`config.mk`:
```
export PLATFORM = sky130hd
export DESIGN_NAME = ula_div_flat
export DESIGN_NICKNAME = d
export VERILOG_FILES = /design/src/rtl/ula_div_if.sv /design/src/rtl/ula_div.sv /design/src/flat_wrapper.sv
export SDC_FILE = /design/constraint.sdc
export NUM_CORES = 1
export LEC_CHECK = 0
export ABC_AREA = 0
export CORE_MARGIN = 5
export CORE_UTILIZATION = 34
export CTS_CLUSTER_DIAMETER = 30
export DETAILED_ROUTE_END_ITERATION = 6
export MAX_ROUTING_LAYER = met4
export PLACE_DENSITY = 0.6
export SLEW_MARGIN = 20
export SYNTH_ARGS = -nofsm -noshare
export SYNTH_HDL_FRONTEND = slang
export SYNTH_SLANG_ARGS = --single-unit
```
`constraint.sdc`:
```
create_clock -name clock -period 2.35 [get_ports clock]
set_clock_uncertainty 0.2 [all_clocks]
set_input_delay 0.3525 -clock clock [delete_from_list [all_inputs] [get_ports clock]]
set_output_delay 0.3525 -clock clock [all_outputs]
set_load 0.01 [all_outputs]
```
`src/rtl/ula_div_if.sv`:
```
// Handshake and operand/result bundle between the control unit and the divider.
interface ula_div_if #(
   parameter int WIDTH = 8
);
   logic                 start;
   logic [2*WIDTH-1:0]   dividendo;
   logic [WIDTH-1:0]     divisor;
   logic                 busy;
   logic                 done;
   logic [2*WIDTH-1:0]   quociente;
   logic [WIDTH-1:0]     resto;
   logic                 div_zero;

   modport master (
      output start, dividendo, divisor,
      input  busy, done, quociente, resto, div_zero
   );

   modport slave (
      input  start, dividendo, divisor,
      output busy, done, quociente, resto, div_zero
   );
endinterface

```
`src/rtl/ula_div.sv`:
```
// Sequential restoring divider: 2*WIDTH-bit dividend / WIDTH-bit divisor,
// one quotient bit per clock, MSB first. The dividend shift register doubles
// as the quotient register: dividend bits leave at the MSB while quotient bits
// enter at the LSB.
module ula_div #(
   parameter int WIDTH = 8
) (
   input  logic      clock,
   input  logic      reset,
   ula_div_if.slave  bus
);
   localparam int DW = 2 * WIDTH;
   localparam int CW = $clog2(DW);

   typedef enum logic [1:0] {IDLE, BUSY, DONE} state_t;

   state_t              state_reg, state_next;
   logic [CW-1:0]       cnt_reg, cnt_next;
   logic [DW-1:0]       dvd_reg, dvd_next;
   logic [WIDTH-1:0]    dvs_reg, dvs_next;
   logic [WIDTH-1:0]    rem_reg, rem_next;
   logic [DW-1:0]       quo_reg, quo_next;
   logic [WIDTH-1:0]    res_reg, res_next;
   logic                dz_reg, dz_next;

   logic [WIDTH:0]      partial;
   logic [WIDTH-1:0]    diff;
   logic                qbit;
   logic [WIDTH-1:0]    rem_step;

   // One restoring step. When partial >= divisor the true difference is
   // smaller than the divisor, so the low WIDTH bits hold it exactly.
   always_comb begin
      partial  = {rem_reg, dvd_reg[DW-1]};
      diff     = partial[WIDTH-1:0] - dvs_reg;
      qbit     = (partial >= {1'b0, dvs_reg});
      rem_step = qbit ? diff : partial[WIDTH-1:0];
   end

   // Next-state and datapath update; every register holds by default.
   always_comb begin
      state_next = state_reg;
      cnt_next   = cnt_reg;
      dvd_next   = dvd_reg;
      dvs_next   = dvs_reg;
      rem_next   = rem_reg;
      quo_next   = quo_reg;
      res_next   = res_reg;
      dz_next    = dz_reg;

      case (state_reg)
         IDLE: begin
            if (bus.start) begin
               dvd_next   = bus.dividendo;
               dvs_next   = bus.divisor;
               rem_next   = '0;
               cnt_next   = '0;
               state_next = BUSY;
            end
         end
         BUSY: begin
            if (dvs_reg == '0) begin
               // Zero divisor: skip the iterations and publish the
               // saturated quotient with the low dividend half as remainder.
               quo_next   = '1;
               res_next   = dvd_reg[WIDTH-1:0];
               dz_next    = 1'b1;
               state_next = DONE;
            end else begin
               rem_next = rem_step;
               dvd_next = {dvd_reg[DW-2:0], qbit};
               cnt_next = cnt_reg + 1'b1;
               if (cnt_reg == CW'(DW - 1)) begin
                  quo_next   = {dvd_reg[DW-2:0], qbit};
                  res_next   = rem_step;
                  dz_next    = 1'b0;
                  state_next = DONE;
               end
            end
         end
         DONE: begin
            state_next = IDLE;
         end
         default: begin
            state_next = IDLE;
         end
      endcase
   end

   // State and datapath registers with synchronous reset.
   always_ff @(posedge clock) begin
      if (reset) begin
         state_reg <= IDLE;
         cnt_reg   <= '0;
         dvd_reg   <= '0;
         dvs_reg   <= '0;
         rem_reg   <= '0;
         quo_reg   <= '0;
         res_reg   <= '0;
         dz_reg    <= 1'b0;
      end else begin
         state_reg <= state_next;
         cnt_reg   <= cnt_next;
         dvd_reg   <= dvd_next;
         dvs_reg   <= dvs_next;
         rem_reg   <= rem_next;
         quo_reg   <= quo_next;
         res_reg   <= res_next;
         dz_reg    <= dz_next;
      end
   end

   assign bus.busy      = (state_reg == BUSY);
   assign bus.done      = (state_reg == DONE);
   assign bus.quociente = quo_reg;
   assign bus.resto     = res_reg;
   assign bus.div_zero  = dz_reg;
endmodule

```
`src/flat_wrapper.sv`:
```
// flat-port wrapper written by rule: the top's interface ports become plain ports
module ula_div_flat 
#(
   parameter int WIDTH = 8
)
  (clock, reset, bus_start, bus_dividendo, bus_divisor, bus_busy, bus_done, bus_quociente, bus_resto, bus_div_zero);
  ula_div_if #(.WIDTH(WIDTH)) bus_i ();
  input  logic clock;
  input  logic reset;
  input wire logic [$bits(bus_i.start)-1:0] bus_start;
  input wire logic [$bits(bus_i.dividendo)-1:0] bus_dividendo;
  input wire logic [$bits(bus_i.divisor)-1:0] bus_divisor;
  output wire logic [$bits(bus_i.busy)-1:0] bus_busy;
  output wire logic [$bits(bus_i.done)-1:0] bus_done;
  output wire logic [$bits(bus_i.quociente)-1:0] bus_quociente;
  output wire logic [$bits(bus_i.resto)-1:0] bus_resto;
  output wire logic [$bits(bus_i.div_zero)-1:0] bus_div_zero;
  assign bus_i.start = bus_start;
  assign bus_i.dividendo = bus_dividendo;
  assign bus_i.divisor = bus_divisor;
  assign bus_busy = bus_i.busy;
  assign bus_done = bus_i.done;
  assign bus_quociente = bus_i.quociente;
  assign bus_resto = bus_i.resto;
  assign bus_div_zero = bus_i.div_zero;
  ula_div #(.WIDTH(WIDTH)) u_core (.clock(clock), .reset(reset), .bus(bus_i));
endmodule
```
==> results of run 1 <==
final timing paths:
kind	to	slack [ns]	cells after the start
worst max-delay path	u_core.bus.resto[7]	0.1	6
worst min-delay path	u_core.cnt_reg[0]	0.16	2
worst max register to register	u_core.bus.resto[7]	0.1	6
worst min register to register	u_core.dvd_reg[14]	0.28	2
synthesized netlist by cell type (3+ instances only):
cell type / count / area, sq um
and2_1: 4 / 25.0
nor2_1: 31 / 116
a22oi_1: 8 / 60.1
nor4_1: 14 / 87.6
o31ai_1: 5 / 37.5
nand2_1: 54 / 203
a31oi_1: 5 / 31.3
a21oi_1: 31 / 155
a211oi_1: 5 / 37.5
a311oi_2: 9 / 135
inv_1: 14 / 52.6
o221ai_1: 9 / 78.8
xor2_1: 3 / 26.3
or3_1: 4 / 25.0
nor3_1: 22 / 110
nand3_1: 12 / 60.1
ha_1: 9 / 113
buf_2: 11 / 55.1
clkbuf_1: 9 / 33.8
dfxtp_1: 63 / 1260
o21ai_0: 15 / 75.1
nor2b_1: 4 / 25.0
layout make-up:
class | instances | area share, %
flip-flops and latches | 63 | 30.2
clock buffers | 10 | 3.05
diodes | 1 | 0.0599
clock inverters | 6 | 0.898
well taps | 111 | 3.32
repair buffers | 83 | 18.3
inverters | 14 | 1.26
multi-input cells | 280 | 42.9
kinds of logic after synthesis:
logic type	Yosys count	share of synthesized area, %
flops	63	39.6
mux	1	0.314
xor+xnor	4	1.10
fa+ha+maj	10	4.16
buf+inv	39	5.50
compound gates	104	24.1
simple gates	161	25.2
metal layers:
| layer | wire, um | track usage, % | vias up |
|---|---|---|---|
| met5 | 0 | - | - |
| met4 | 105 | 4.20 | 0 |
| met3 | 594 | 4.94 | 8 |
| met2 | 4150 | 25.2 | 90 |
| met1 | 3960 | 20.5 | 1432 |
| li1 | - | - | 1539 |
what timing repair did:
| action | CTS | global route |
|---|---|---|
| resized for setup | 0 | 11 |
| setup buffers | 0 | 1 |
| hold buffers | 0 | 0 |
| setup endpoints to repair | 0 | 17 |
critical path, stage by stage, from the launching register on:
cell	delay [ns]
dfxtp_1	0.40
ha_4	0.23
nor2b_1	0.12
o2111a_1	0.28
or4b_2	0.65
nand3_2	0.12
o221ai_1	0.11
power by group through the flow:
| stage | combinational, mW | clock, mW | sequential (mW) |
|---|---|---|---|
| finish | 1.29 | 0.809 | 1.27 |
| global route | 1.42 | 0.876 | 1.28 |
| CTS | 1.21 | 0.839 | 1.26 |
| detailed placement | 1.20 | 0 | 1.29 |
| global placement | 1.19 | 0 | 1.29 |
| floorplan | 0.809 | 0 | 1.28 |
through the flow:
| stage | setup TNS [ns] | util (%) | hold slack (ns) |
|---|---|---|---|
| after global placement | 0 | 42.9 | 0.268 |
| after detailed placement | 0 | 42.9 | 0.274 |
| after floorplan | 0 | - | 0.246 |
| after CTS | 0 | 44.7 | 0.143 |
| final | 0 | 45.4 | 0.163 |
| after global routing | -0.00559 | 45.4 | 0.157 |
==> results by group, run 1 <==
Run status
  – Status: finished clean

Die
  – Placeable Area: 0.00920 sq mm
  – # IOs: 54
  – Die X: between 100 and 150 um
  – Die height: between 100 and 150 um
  – Initial Util: 34.7%
  – Row count: 35
  – Die area: 0.0114 sq mm

Timing
  – Highest Clock Rate: 444 MHz
  – PnR worst setup slack: between 0.09 and 0.1 ns
  – Finish-stage setup viols: 0
  – Worst slew pin tran: between 0.8 and 0.9 ns
  – Slew Viols, Final: 0
  – Worst rel slew slack: 41.6%
  – Final Hold Vio Count: 0
  – Period utilisation layout: 95.8%
  – Final Critical Period: between 2 and 2.5 ns

Setup path
  – CP Capture Type: register
  – R2r startpoint: u_core.rem_reg[0]
  – Kind of critical path: reg2reg
  – Critical path origin: u_core.rem_reg[0]
  – Startpoint Class: register
  – Crit Path Max Fanout: 4
  – CP required: ~2.4 ns
  – Worst EP arrival: between 2 and 2.5 ns

Clocking
  – CTS tree: built
  – Worst-path clk slew: roughly 0.070 ns
  – # H-tree levels: 3
  – Clock Tree Root: clkbuf_8
  – Clock Tree Buf Depth: 2
  – Worst-Skew Late Latency: about 0.34 ns
  – Num CTS Buffers: 9
  – CTS Sinks: 63

Place
  – Placed Cells: between 500 and 600
  – Placed Area: 0.00395 sq mm
  – Number of I/O port buffers: 53
  – Placement Setup Slack: 0.0334 ns
  – Detail Placement HPWL: ~6600 um
  – Final Wtd Congestion: approximately 0.89

Worst hold path
  – HP Class: in2reg
  – Hold_sp: reset

Logic synthesis
  – Main synth FF type: dfxtp_1
  – Yosys reg bits: 63
  – Post-synth EDFFs: 0
  – Ys Warns: 0
  – Syn Nets: ~420
  – Synth Area per Inst: ~8.3 sq um
  – Mapped Area: 0.00319 sq mm
  – Post-Synthesis Cells: between 300 and 400
  – Distinct cells, synth: 55
  – Post-synth ARST share: 0%
  – Post-synthesis sequential area ratio: around two fifths

Global route
  – Initial antenna violation count: 1
  – Vias in the first global route: around 2900
  – Grt ovf: 0
  – Global-route wire length before repair: between 10000 and 15000 um
  – GRT Overall Usage: 16.1%
  – Largest net degree at the start of global routing: 37

Final layout
  – Commonest non-fill, non-tap cells in the layout: dfxtp_1 (62), nand2_1 (54), clkdlybuf4s50_1 (52), nor2_1 (31)
  – Final nets: slightly below 500
  – Commonest non-fill, non-tap cell in the layout: dfxtp_1
  – Final Non-Filler Cells: ~570
  – Register area: ~0.0013 sq mm
  – Fin area: around 0.0042 sq mm
  – Multi-input gate area: between 0.0015 and 0.002 sq mm
  – Fraction of layout cells with a size suffix above 1: 16.4%
  – Synth-to-layout area growth: 31.1%
  – Fillers: approximately 950

Drt
  – Total iterations of the first detailed-routing run: 4
  – DRT antenna net count: 0
  – DR vias/cell: roughly 5.4
  – WL final: 8810 um
  – DR DRC count: 0
  – Iter 0 DRT Violations: ~150
  – Via count: 3069
  – DR WL/cell: roughly 16 um

Power
  – Design Power: roughly 3.4 mW
  – Flop pwr share: between 30% and 40%
  – Pwr/cell area: slightly above 800 mW/mm^2
  – Pleak: about 1.5 nW
  – Maximum vdd drop: approximately 0.29 mV
  – Sw Ratio: a little under two fifths
  – Clock share of power: a little under a quarter
  – NetSw: between 1 and 1.5 mW
  – Comb pwr share: 38.4%
  – Int Pwr: around 2.1 mW

Flow run
  – Max Cap Violations: 0
No activity file was read; power rests on OpenSTA's default activity.
==> run 2: changes to the inputs <==
- CORE_UTILIZATION: 34 -> 48
- GPL_TIMING_DRIVEN: not set -> 0
- PLACE_DENSITY: 0.6 -> 0.79
==> run 2 against run 1 <==
Against the previous run:
- fmax is 3.9% lower
- setup slack lost 0.092 ns
- global-route usage grew 6.0 points
- count of clock-buffer cells in the layout unchanged
- via count is 2.4% higher
- final cell count shrank 6.5%
- register-to-register slack got worse by 0.09 ns
- critical path type unchanged
==> results by group, run 2 (synthesized netlist as in run 1, its figures left out) <==
Run status
  – Status: finished clean (unchanged)

Place
  – Number of I/O port buffers: 53 (unchanged)
  – Placed Cells: 512 (was 550)
  – Detail Placement HPWL: 6580 um (was 6630 um)
  – Final Wtd Congestion: 0.901 (was 0.888)

Die
  – Die area: 0.00837 sq mm (was 0.0114 sq mm)
  – Placeable Area: 0.00642 sq mm (was 0.00920 sq mm)
  – Die height: 91.5 um (was 107 um)
  – Die X: 91.5 um (was 107 um)
  – # IOs: 54 (unchanged)
  – Initial Util: 49.6% (was 34.7%)
  – Row count: 29 (was 35)

Clocking
  – Clock Tree Root: clkbuf_8 (unchanged)
  – CTS Sinks: 63 (unchanged)
  – Worst-path clk slew: 0.07 ns (about the same)
  – CTS tree: built (unchanged)
  – Num CTS Buffers: 9 (unchanged)
  – Worst-Skew Late Latency: 0.35 ns (was 0.34 ns)
  – # H-tree levels: 3 (unchanged)
  – CTS Hold Buffers Added: 0 (unchanged)
  – Clock Tree Buf Depth: 2 (unchanged)

Global route
  – Vias in the first global route: 2981 (was 2922)
  – GRT Overall Usage: 22.1% (was 16.1%)
  – Global-route wire length before repair: 14600 um (was 14500 um)
  – Largest net degree at the start of global routing: 12 (was 37)
  – Grt ovf: 0 (unchanged)
  – Initial antenna violation count: 0 (was 1)

Final layout
  – Ant diodes: 0 (was 1)
  – Final Non-Filler Cells: 531 (was 568)
  – Commonest non-fill, non-tap cells in the layout: dfxtp_1 (61), nand2_1 (54), clkdlybuf4s50_1 (52), nor2_1 (31), a21oi_1 (29) (was dfxtp_1 (62), nand2_1 (54), clkdlybuf4s50_1 (52), nor2_1 (31))
  – Commonest non-fill, non-tap cell in the layout: dfxtp_1 (unchanged)
  – Synth-to-layout area growth: 30.4% (was 31.1%)
  – Fraction of layout cells with a size suffix above 1: 15.9% (was 16.4%)
  – Final nets: 486 (was 488)

Flow run
  – Max Cap Violations: 0 (unchanged)

Setup path
  – Crit Path Max Fanout: 10 (was 4)
  – CP Capture Type: register (unchanged)
  – R2r startpoint: u_core.dvs_reg[2] (was u_core.rem_reg[0])
  – Slowest-stage cell, CP: dfxtp_1 (was or4b_2)
  – CP required: 2.39 ns (was 2.36 ns)
  – Critical path origin: u_core.dvs_reg[2] (was u_core.rem_reg[0])
  – Kind of critical path: reg2reg (unchanged)
  – FF-to-FF path depth: 8 (was 6)
  – Crit-path cells: inv_1, ha_2, a21oi_1, o21ai_4, o221ai_4, buf_4, nand3_1, a32o_1 (was ha_4, nor2b_1, o2111a_1, or4b_2, nand3_2, o221ai_1)
  – Startpoint Class: register (unchanged)
  – Slowest stage delay, CP: 0.41 ns (was 0.65 ns)
  – Worst EP arrival: 2.39 ns (was 2.26 ns)

Drt
  – WL final: 9030 um (was 8810 um)
  – DRT antenna net count: 0 (unchanged)
  – DR DRC count: 0 (unchanged)
  – Total iterations of the first detailed-routing run: 5 (was 4)
  – Iter 0 DRT Violations: 161 (was 153)
  – DR WL/cell: 17.0 um (was 15.5 um)
  – DR vias/cell: 5.92 (was 5.40)
  – Via count: 3143 (was 3069)

Timing
  – Slew Viols, Final: 0 (unchanged)
  – Worst slew pin tran: 0.583 ns (was 0.875 ns)
  – Final Critical Period: 2.34 ns (was 2.25 ns)
  – Highest Clock Rate: 427 MHz (was 444 MHz)
  – Finish-stage setup viols: 0 (unchanged)
  – Period utilisation layout: 99.7% (was 95.8%)
  – Final Hold Vio Count: 0 (unchanged)
  – Worst rel slew slack: 61.1% (was 41.6%)
  – Final hold slack: 0.297 ns (was 0.163 ns)

Worst hold path
  – Hold depth: 2 (unchanged)
  – HP Class: reg2reg (was in2reg)
  – Hold_sp: u_core.bus.quociente[12] (was reset)

Power
  – Maximum vdd drop: 0.483 mV (was 0.289 mV)
  – Pleak: 1.46 nW (was 1.48 nW)
  – Pwr/cell area: 852 mW/mm^2 (was 806 mW/mm^2)
[run 2: cell types whose count changed in the layout (fill, tap and decap cells not counted), sizes merged]
cell,before,now
clkinv,3,4
bufinv,0,1
clkinvlp,3,1
buf,31,17
dlygate4sd2,0,1
clkbuf,10,21
diode,1,0
[run 2: repair_timing]
item	4_1_cts	5_1_grt
setup endpoints to repair	18	17
pin swaps	0	3
buffers inserted	0	3
resized for setup	14	21
[run 2: power by group]
| part | leakage (nW) | internal (mW) | switching [mW] |
|---|---|---|---|
| combinational | 0.845 | 0.568 | 0.767 |
| clock | 0.0960 | 0.486 | 0.445 |
| sequential | 0.516 | 1.18 | 0.102 |
| total | 1.46 | 2.23 | 1.31 |
[run 2: stage by stage]
stage               setup TNS (ns)  util [%]  power, mW  instance area [sq um]  setup slack (ns)
CTS                              0      62.9       3.43                   4040           0.00803
global route                -0.221      64.7       3.73                   4160           -0.0468
finish                           0      64.7       3.54                   4160           0.00609
global placement             -1.58      59.4       2.45                   3810            -0.206
detailed placement           -2.58      59.4       2.47                   3810            -0.246
floorplan                        0         -       2.09                   3190            0.0601
[run 2: path summary, 6_finish.rpt]
kind                            slack (ns)                  endpoint
worst min register to register        0.30  u_core.bus.quociente[12]
worst max-delay path                 0.006         u_core.rem_reg[1]
worst min-delay path                  0.30  u_core.bus.quociente[12]
worst max register to register       0.006         u_core.rem_reg[1]
[run 2: critical path: cells and delay by family, from the launching register on]
kind,cells,cell delay (ns)
compound gates,4,0.90
fa+ha+maj,1,0.31
buf+inv,2,0.32
flops,1,0.41
simple gates,1,0.09
[run 2: layout make-up]
class | count | area [sq um]
Multi-Input combinational cell | 280 | 1860
Buffer | 25 | 139
Sequential cell | 63 | 1270
Fill cell | 554 | 2270
Clock inverter | 6 | 61.3
Tap cell | 77 | 96.3
Timing Repair Buffer | 56 | 552
Clock buffer | 10 | 128
Inverter | 14 | 52.6
[run 2: metal layers]
layer  track usage, %  share of wire (%)  up-vias
met1             27.1                 44     1466
met5                -                  0        -
met4             8.54                3.0        0
met2             34.6                 47      107
met3             6.20                6.3       29
li1                 -                  -     1541
==> run 3: changes to the inputs <==
- GPL_TIMING_DRIVEN: 0 -> 1
==> run 3 against run 2 <==
Against the previous run:
- fmax up 3.0%
- power up 5.5%
- setup slack better by 0.068 ns
- sequential power about the same
- count of clock-buffer cells in the layout up 1
- largest cell class unchanged
==> results by group, run 3 (synthesized netlist as in run 1, its figures left out) <==
Run status
  – Status: finished clean (unchanged)

Final layout
  – Final Non-Filler Cells: 532 (was 531)
  – Fraction of layout cells with a size suffix above 1: 15.6% (was 15.9%)
  – Final nets: 487 (was 486)
  – Commonest non-fill, non-tap cell in the layout: dfxtp_1 (unchanged)
  – Register area: 0.00126 sq mm (was 0.00127 sq mm)
  – Commonest non-fill, non-tap cells in the layout: dfxtp_1 (63), nand2_1 (54), clkdlybuf4s50_1 (52), nor2_1 (31) (was dfxtp_1 (61), nand2_1 (54), clkdlybuf4s50_1 (52), nor2_1 (31), a21oi_1 (29))
  – Synth-to-layout area growth: 31.4% (was 30.4%)
  – Final core occ: 65.2% (was 64.7%)
  – Fillers: 571 (was 554)
  – Multi-input gate area: 0.00179 sq mm (was 0.00186 sq mm)
  – Ant diodes: 0 (unchanged)

Setup path
  – Buf/Inv on CP: 0 (was 2)
  – Worst EP arrival: 2.30 ns (was 2.39 ns)
  – Crit-path cells: ha_1, a21oi_2, nand2_1, or4b_2, nand3_2, o221ai_1 (was inv_1, ha_2, a21oi_1, o21ai_4, o221ai_4, buf_4, nand3_1, a32o_1)
  – Crit Path Max Fanout: 5 (was 10)
  – Kind of critical path: reg2reg (unchanged)
  – Critical path origin: u_core.rem_reg[3] (was u_core.dvs_reg[2])
  – CP required: 2.37 ns (was 2.39 ns)
  – Slowest-stage cell, CP: or4b_2 (was dfxtp_1)
  – Slowest stage delay, CP: 0.63 ns (was 0.41 ns)
  – CP Capture Type: register (unchanged)
  – Startpoint Class: register (unchanged)
  – Cell family with most CP delay: simple AND/OR/NAND/NOR gates (was compound AO/OA/AOI/OAI gates)
  – R2r startpoint: u_core.rem_reg[3] (was u_core.dvs_reg[2])

Clocking
  – Worst-path clk slew: 0.07 ns (about the same)
  – Clock Tree Buf Depth: 2 (unchanged)
  – Worst-Skew Late Latency: 0.35 ns (about the same)
  – CTS tree: built (unchanged)
  – # H-tree levels: 3 (unchanged)
  – CTS Sinks: 63 (unchanged)
  – Num CTS Buffers: 9 (unchanged)
  – Clock Tree Root: clkbuf_8 (unchanged)

Global route
  – Vias in the first global route: 2949 (was 2981)
  – Global-route wire length before repair: 14500 um (was 14600 um)
  – Grt ovf: 0 (unchanged)
  – Largest net degree at the start of global routing: 25 (was 12)
  – GRT Overall Usage: 22.0% (was 22.1%)
  – Initial antenna violation count: 0 (unchanged)

Timing
  – Slew Viols, Final: 0 (unchanged)
  – Final Hold Vio Count: 0 (unchanged)
  – Highest Clock Rate: 439 MHz (was 427 MHz)
  – Final hold slack: 0.180 ns (was 0.297 ns)
  – Final Critical Period: 2.28 ns (was 2.34 ns)
  – Setup TNS: 0 ns (unchanged)
  – Worst slew pin tran: 0.880 ns (was 0.583 ns)
  – Unrepaired setup endpoints after global routing: yes
  – Period utilisation layout: 96.9% (was 99.7%)
  – Finish-stage setup viols: 0 (unchanged)
  – Worst rel slew slack: 41.3% (was 61.1%)

Drt
  – Total iterations of the first detailed-routing run: 4 (was 5)
  – Via count: 3096 (was 3143)
  – Iter 0 DRT Violations: 189 (was 161)
  – DR vias/cell: 5.82 (was 5.92)
  – WL final: 8830 um (was 9030 um)
  – DRT antenna net count: 0 (unchanged)
  – DR DRC count: 0 (unchanged)
  – DR WL/cell: 16.6 um (was 17.0 um)

Place
  – Number of I/O port buffers: 53 (unchanged)
  – Detail Placement HPWL: 6440 um (was 6580 um)
  – Placed Cells: 513 (was 512)
  – Final Wtd Congestion: 0.916 (was 0.901)

Die
  – Row count: 29 (unchanged)
  – Die X: 91.5 um (unchanged)
  – Die area: 0.00837 sq mm (unchanged)
  – Initial Util: 49.6% (unchanged)
  – Placeable Area: 0.00642 sq mm (unchanged)
  – Die height: 91.5 um (unchanged)
  – # IOs: 54 (unchanged)

Worst hold path
  – Hold_sp: reset (was u_core.bus.quociente[12])
  – HP Class: in2reg (was reg2reg)

Power
  – Maximum vdd drop: 0.668 mV (was 0.483 mV)
  – Pwr/cell area: 893 mW/mm^2 (was 852 mW/mm^2)
  – Pleak: 1.51 nW (was 1.46 nW)

Flow run
  – Max Cap Violations: 0 (unchanged)
[run 3: worst register-to-register path: cells and delay by family (launching register included)]
kind	cells	cell delay [ns]
adder cells (fa/ha/maj)	1	0.42
AND/OR/NAND/NOR	3	0.86
AO/OA/AOI/OAI	2	0.31
flip-flops	1	0.36
[run 3: layout make-up]
cell class	instances	area share (%)
multi-input combinational	280	42.7
clock buffer	11	3.38
timing repair buffer	82	17.7
tap	77	2.30
inverter	14	1.25
sequential	63	30.1
clock inverter	5	2.51
[run 3: path summary, 6_finish.rpt]
path                                            end  slack, ns  cells after the start
worst min register to register   u_core.dvd_reg[14]       0.29                      2
worst max-delay path            u_core.bus.resto[7]       0.07                      6
worst max register to register  u_core.bus.resto[7]       0.07                      6
worst min-delay path              u_core.dvd_reg[4]       0.18                      2
[run 3: what timing repair did]
item | 4_1_cts | 5_1_grt
buffers inserted | 0 | 3
resized for setup | 0 | 8
hold buffers | 0 | 0
hold endpoints to repair | 0 | 0
endpoints found under the setup margin | 0 | 14
[run 3: routing by layer]
layer | track usage, % | wire length [um] | vias up
met5 | - | 0 | -
met4 | 8.17 | 144 | 0
met3 | 4.63 | 520 | 16
met2 | 35.5 | 4260 | 101
met1 | 26.9 | 3900 | 1447
li1 | - | - | 1532
[run 3: where the power goes]
part	internal, mW	switching (mW)
sequential	1.17	0.0928
clock	0.734	0.440
combinational	0.560	0.736
total	2.47	1.27
[run 3: stage by stage]
| stage | cell area [sq um] | worst slack, ns | power [mW] |
|---|---|---|---|
| after floorplan | 3190 | 0.0601 | 2.09 |
| after global placement | 3880 | 0.0919 | 2.46 |
| after detailed placement | 3880 | 0.0530 | 2.48 |
| after CTS | 4130 | 0.0412 | 3.64 |
| after global routing | 4190 | 0.00651 | 3.92 |
| final | 4190 | 0.0738 | 3.74 |
